--- src/rtl/lsu_mem_master_pkg.sv ---
// Shared size codes, FSM states and lane-mask helper for the MEM-stage data-RAM master.
package lsu_mem_master_pkg;

    localparam logic [1:0] MEM_BYTE     = 2'd0;
    localparam logic [1:0] MEM_HALF     = 2'd1;
    localparam logic [1:0] MEM_WORD     = 2'd2;
    localparam logic [3:0] BYTE_SEL_ALL = 4'b1111;

    typedef enum logic [0:0] {
        LSU_IDLE   = 1'b0,
        LSU_SECOND = 1'b1
    } lsu_state_e;

    // Reserved size code 3 falls through to the full-word mask.
    function automatic logic [3:0] size_mask(input logic [1:0] size);
        logic [3:0] mask;
        case (size)
            MEM_BYTE: mask = 4'b0001;
            MEM_HALF: mask = 4'b0011;
            default:  mask = BYTE_SEL_ALL;
        endcase
        return mask;
    endfunction

endpackage

--- src/rtl/lsu_mem_master_align.sv ---
// Load-path lane shifter: moves the addressed bytes to bit 0, then sign/zero-extends by size.
module mem_lane_align
    import lsu_mem_master_pkg::*;
(
    input  logic [31:0] raw_data,
    input  logic [1:0]  lane_off,
    input  logic [1:0]  size,
    input  logic        is_unsigned,
    output logic [31:0] shifted,
    output logic [31:0] ext_data
);

    // Right-justify and extend
    always_comb begin
        shifted = raw_data >> {lane_off, 3'b000};
        case (size)
            MEM_BYTE: ext_data = is_unsigned ? {24'h000000, shifted[7:0]}
                                             : {{24{shifted[7]}}, shifted[7:0]};
            MEM_HALF: ext_data = is_unsigned ? {16'h0000, shifted[15:0]}
                                             : {{16{shifted[15]}}, shifted[15:0]};
            default:  ext_data = shifted;
        endcase
    end

endmodule

--- src/rtl/lsu_mem_master.sv ---
// MEM-stage data-RAM initiator: byte/half/word loads and stores on a 4-lane byte-select RAM,
// with word-straddling accesses either split into two bus cycles or rejected.
module lsu_mem_master
    import lsu_mem_master_pkg::*;
#(
    parameter int ADDR_W         = 32,
    parameter int MISALIGN_SPLIT = 1
) (
    input  logic              clk,
    input  logic              rst,
    input  logic              req_valid,
    input  logic              req_we,
    input  logic [1:0]        req_size,
    input  logic              req_unsigned,
    input  logic [ADDR_W-1:0] req_addr,
    input  logic [31:0]       req_wdata,
    output logic [31:0]       rdata,
    output logic              done,
    output logic              stall_req,
    output logic              err,
    output logic              ram_ce,
    output logic              ram_we,
    output logic [ADDR_W-1:0] ram_addr,
    output logic [3:0]        ram_sel,
    output logic [31:0]       ram_wdata,
    input  logic [31:0]       ram_rdata
);

    lsu_state_e        state_q, state_d;
    logic [31:0]       hold_q, hold_d;

    logic [1:0]        off_s;
    logic [7:0]        sel_wide_s;
    logic              straddle_s;
    logic [2:0]        inv_off_s;
    logic [ADDR_W-1:0] lo_addr_s;
    logic [ADDR_W-1:0] hi_addr_s;
    logic [31:0]       merged_s;
    logic [31:0]       align_raw_s;
    logic [1:0]        align_off_s;
    logic [31:0]       shifted_s;
    logic [31:0]       ext_s;

    // Lanes that spill past bit 3 of the shifted mask belong to the next word.
    assign off_s      = req_addr[1:0];
    assign sel_wide_s = {4'b0000, size_mask(req_size)} << off_s;
    assign straddle_s = |sel_wide_s[7:4];
    assign inv_off_s  = 3'd4 - {1'b0, off_s};
    assign lo_addr_s  = {req_addr[ADDR_W-1:2], 2'b00};
    assign hi_addr_s  = lo_addr_s + {{(ADDR_W-3){1'b0}}, 3'b100};
    assign merged_s   = hold_q | (ram_rdata << {inv_off_s, 3'b000});

    // The second half is already merged at lane 0, so it needs no further shift.
    assign align_raw_s = (state_q == LSU_SECOND) ? merged_s : ram_rdata;
    assign align_off_s = (state_q == LSU_SECOND) ? 2'b00 : off_s;

    mem_lane_align u_align (
        .raw_data    (align_raw_s),
        .lane_off    (align_off_s),
        .size        (req_size),
        .is_unsigned (req_unsigned),
        .shifted     (shifted_s),
        .ext_data    (ext_s)
    );

    // Next-state and bus-cycle decode
    always_comb begin
        state_d   = state_q;
        hold_d    = hold_q;
        ram_ce    = 1'b0;
        ram_we    = 1'b0;
        ram_addr  = {ADDR_W{1'b0}};
        ram_sel   = 4'b0000;
        ram_wdata = 32'h0000_0000;
        rdata     = 32'h0000_0000;
        done      = 1'b0;
        stall_req = 1'b0;
        err       = 1'b0;
        if (rst) begin
            state_d = LSU_IDLE;
            hold_d  = 32'h0000_0000;
        end else begin
            case (state_q)
                LSU_IDLE: begin
                    if (req_valid && !straddle_s) begin
                        ram_ce    = 1'b1;
                        ram_we    = req_we;
                        ram_addr  = lo_addr_s;
                        ram_sel   = sel_wide_s[3:0];
                        ram_wdata = req_wdata << {off_s, 3'b000};
                        done      = 1'b1;
                        rdata     = req_we ? 32'h0000_0000 : ext_s;
                    end else if (req_valid && (MISALIGN_SPLIT != 0)) begin
                        ram_ce    = 1'b1;
                        ram_we    = req_we;
                        ram_addr  = lo_addr_s;
                        ram_sel   = sel_wide_s[3:0];
                        ram_wdata = req_wdata << {off_s, 3'b000};
                        stall_req = 1'b1;
                        hold_d    = req_we ? hold_q : shifted_s;
                        state_d   = LSU_SECOND;
                    end else if (req_valid) begin
                        err  = 1'b1;
                        done = 1'b1;
                    end else begin
                        state_d = LSU_IDLE;
                    end
                end
                LSU_SECOND: begin
                    // A dropped request abandons the second half; the first half stays written.
                    if (req_valid) begin
                        ram_ce    = 1'b1;
                        ram_we    = req_we;
                        ram_addr  = hi_addr_s;
                        ram_sel   = sel_wide_s[7:4];
                        ram_wdata = req_wdata >> {inv_off_s, 3'b000};
                        done      = 1'b1;
                        rdata     = req_we ? 32'h0000_0000 : ext_s;
                    end else begin
                        done = 1'b0;
                    end
                    state_d = LSU_IDLE;
                end
                default: state_d = LSU_IDLE;
            endcase
        end
    end

    // State and load-hold registers
    always_ff @(posedge clk or posedge rst) begin
        if (rst) begin
            state_q <= LSU_IDLE;
            hold_q  <= 32'h0000_0000;
        end else begin
            state_q <= state_d;
            hold_q  <= hold_d;
        end
    end

endmodule

--- config.mk ---
export PLATFORM = sky130hd
export DESIGN_NAME = lsu_mem_master
export DESIGN_NICKNAME = d
export VERILOG_FILES = /design/src/rtl/lsu_mem_master_pkg.sv /design/src/rtl/lsu_mem_master_align.sv /design/src/rtl/lsu_mem_master.sv
export SDC_FILE = /design/constraint.sdc
export NUM_CORES = 1
export LEC_CHECK = 0
export BUFFER_PORTS_ARGS = -buffer_cell sky130_fd_sc_hd__buf_2
export CAP_MARGIN = 30
export CORE_MARGIN = 2
export CORE_UTILIZATION = 30
export CTS_CLUSTER_DIAMETER = 80
export DETAILED_ROUTE_END_ITERATION = 12
export PLACE_DENSITY = 0.59
export SLEW_MARGIN = 20
export SYNTH_ARGS = -nofsm -noshare
export SYNTH_HDL_FRONTEND = slang
export SYNTH_HIERARCHICAL = 1
export SYNTH_SLANG_ARGS = --single-unit
--- constraint.sdc ---
create_clock -name clk -period 7.5 [get_ports clk]
set_input_delay 0.75 -clock clk [delete_from_list [all_inputs] [get_ports clk]]
set_output_delay 0.75 -clock clk [all_outputs]
set_load 0.03 [all_outputs]
==> impl.org <==
** Floorplanning
- The core region is 0.01736 mm^2.
- Pin placement for this block handled 208 I/O pins.
- Standard-cell rows :: 48
- The die is 137.6 um tall.
- The floorplan step defined a die boundary enclosing 0.01892 mm^2.
- For this configuration, the core starts out at a cell density of 30.83%.
- DIE WIDTH :: 137.6 um

** Min path
- Class of the most critical hold timing path :: register to register

** Placed design
- Detailed placement ended at an HPWL of 15770 um.
- Routability-driven placement finished with a final weighted congestion of 0.8723.
- After detailed placement, the design holds a cell count of 1094.
- Port buffering added 204 buffers.
- Once placement finished, the instance area stood at 0.006476 mm^2.

** Synthesis
- During synthesis, Yosys emitted a total of 6 warnings.
- Post-Synthesis Cell Area :: 0.005351 mm^2
- Cell type with the largest total area after synthesis :: dfrtp_1
- The number of different library cells used by synthesis comes to 58.
- Counting every instance in the synthesized netlist gives 726.
- Most frequently used flop master after synthesis :: dfrtp_1
- Of the post-synthesis cell area, the dominant cell type holds 15.43%.
- Number of flip-flops and latches in the synthesized netlist :: 33
- Sequential cells were found to cover 15.43% of the synthesized design area.
- Yosys mapped a number of flops with a built-in enable equal to 0.
- Counting flops with an async set or reset pin after synthesis yields a share of 100.0%.
- The average instance in the mapped netlist occupies 7.371 um^2.
- Leading cell types by total area after synthesis :: dfrtp_1, a22o_1, mux2i_1

** Run
- Max-cap violations :: 0

** Routing
- In the routed design, unresolved DRC markers number 0.
- Summing over every cut layer, the via total after detailed routing is 6453.
- Number of iterations in the first detailed-routing pass :: 5
- Dividing the detail-routed wire length by the instance count gives 19.59 um.
- Total Wirelength :: 21610 um
- Count of routing violations after the opening detailed-route iteration :: 464
- Number of antenna-violating nets in the routed design :: 0
- Via count normalized by instance count :: 5.850

** Clock network
- The H-tree generated during clock tree synthesis spans 2 levels.
- Buffers added to address setup during post-CTS repair amount to 0.
- Number of resized instances in the post-cts repair step :: 0
- Clock input transition at the sequential cells of the worst setup and hold paths :: 0.06 ns
- In this run the deepest clock path goes through 2 buffers.
- Hold buffer count at CTS :: 0
- Worst-Skew Late Latency :: 0.28 ns
- The tree built by TritonCTS fans out to 33 sinks.
- TritonCTS clock tree :: built
- Clock tree synthesis selected as its root buffer the cell clkbuf_16.
- The number of clock buffers added by TritonCTS is 5.

** STA
- Setup Skew :: 0.005757 ns
- Total Neg Setup Slack :: 0 ns
- Highest attainable clock frequency :: 0.1736 GHz
- Normalized max-slew margin :: 33.76%
- The number of pins with negative max-slew slack in the final report came to 0.
- Final worst path period share :: 76.81%
- For the pin with the worst max-slew slack, the measured transition is 0.9936 ns.
- The number of hold violations in the final report came to 0.
- Total of endpoints with negative setup slack in the final report :: 0
- Setup repair after global routing left no endpoint under its margin.
- Time the worst path needs with I/O delays and setup :: 5.761 ns

** Global route
- Global routing finished with a remaining overflow of 0.
- Vias in the first global route :: 5856
- The first global-routing pass estimated 32410 um of wire.
- Global routing used 21.72% of the available tracks across all layers.
- Antenna violations before repair :: 2
- Pin count of the biggest net entering global routing :: 64

** Finish
- Final antenna diode count :: 0
- Utilization after layout :: 38.16%
- Cells with a size suffix above 1 make up 32.80% of the layout.
- The layout has 1907 filler cells.
- Final non-filler cell total :: 1103
- The finished cells cover 0.006623 mm^2.
- From synthesis to final layout, the design area changed by 23.75%.
- The net count of the finished layout is 982.
- The library cells used most frequently in the layout, excluding fill and tap cells, are buf_2, nand2_1, a21oi_1.
- Leaving out fill and tap cells, the most frequent cell in the layout is buf_2.

** Setup path
- Along the worst path, the maximum fanout reaches 38.
- Worst EP required :: 6.75 ns
- Type of the setup path with the least slack :: input port to output pin
- The worst setup path is launched from an input port.
- Arrival time of the worst setup path :: 5.01 ns
- Kind of end point of the critical path :: output pin

** Power
- Power spread over the standard cell area amounts to 116.9 mW/mm^2.
- Peak supply drop :: 0.1095 mV
- The analysis attributes to cell leakage a power of 3.113 nW.

** Status
- Result of the run :: finished clean
-- power breakdown --
group	switching [W]	internal, W	total (W)
sequential	0.00000545	0.000183	0.000189
combinational	0.000243	0.000138	0.000382
clock	0.0000814	0.000122	0.000203
-- per-layer routing --
| metal | global-route usage, % | vias to the layer above | wire length [um] |
|---|---|---|---|
| met5 | 0 | - | 27 |
| met4 | 4.983 | 4 | 357 |
| met3 | 2.723 | 25 | 1979 |
| met2 | 37.18 | 329 | 10270 |
| met1 | 29.06 | 3061 | 8971 |
| li1 | - | 3034 | - |
-- logic make-up after synthesis --
logic type | after synthesis | share of synthesized area, %
flip-flops | 33 | 15.43
adder cells (fa/ha/maj) | 2 | 0.4675
buffers and inverters | 92 | 8.043
other | 1 | 0.07008
AO/OA/AOI/OAI | 270 | 36.52
XOR/XNOR | 10 | 1.637
multiplexers | 71 | 13.86
AND/OR/NAND/NOR | 247 | 23.97
-- worst max-delay path, stage by stage --
cell	delay, ns
buf_2	0.38
inv_1	0.18
ha_2	1.03
nor2b_1	0.55
buf_4	0.26
a22oi_1	0.09
o21bai_1	0.16
a22o_1	0.24
nand2b_1	0.08
a221o_1	0.64
o21ai_0	0.27
and2_1	0.15
buf_2	0.19
-- flip-flops by register name (all words and copies together), names as in the netlist --
register	flops
hold_q	32
state_q	1
-- path summary, 6_finish.rpt --
check,depth (start not counted),slack (ns),to,startpoint
min reg2reg,1,0.50,hold_q[31]$_DFFE_PP0P_,hold_q[31]$_DFFE_PP0P_
min,1,0.50,hold_q[31]$_DFFE_PP0P_,hold_q[31]$_DFFE_PP0P_
max reg2reg,7,4.61,hold_q[7]$_DFFE_PP0P_,state_q$_DFF_PP0_
min in group asynchronous,3,0.62,hold_q[23]$_DFFE_PP0P_,rst
max in group asynchronous,3,6.54,state_q$_DFF_PP0_,rst
max,13,1.74,rdata[26],req_addr[1]
-- final cells by class --
cell class              instances  area (um^2)  share of cell area [%]
multi-input cells             603         4164                   62.88
clock buffers                   6        128.9                   1.946
inverters                      14        52.55                  0.7935
well taps                     225        281.5                   4.251
repair buffers                220         1159                   17.49
flip-flops and latches         33        827.0                   12.49
clock inverters                 2        10.01                  0.1511
-- cell usage after synthesis, drive strengths merged, types with 2 or more instances --
master / count
o21ai: 25
o31ai: 14
or4: 15
or2: 10
mux2: 25
ha: 2
a31oi: 16
inv: 13
o21bai: 16
nand3: 11
nand2b: 4
a22o: 58
or3: 6
and2: 41
nor4: 2
a32oi: 7
and4: 5
nor2: 52
nand4: 10
nand2: 71
nor2b: 13
a22oi: 16
a21oi: 61
xor2: 3
o22ai: 15
a2bb2oi: 2
a211oi: 24
nor3: 5
buf: 41
a221oi: 8
clkbuf: 37
dfrtp: 33
xnor2: 7
mux2i: 46
-- stage by stage --
stage	setup WS, ns	hold WS (ns)	total power (W)
final	1.739	0.4990	0.0007740
after floorplan	2.871	0.4671	0.0004534
after global routing	1.466	0.5165	0.0008176
after detailed placement	1.669	0.4877	0.0005698
after global placement	1.822	0.4837	0.0005653
after CTS	1.671	0.5032	0.0007734
Power figures use the tool's default switching activity.
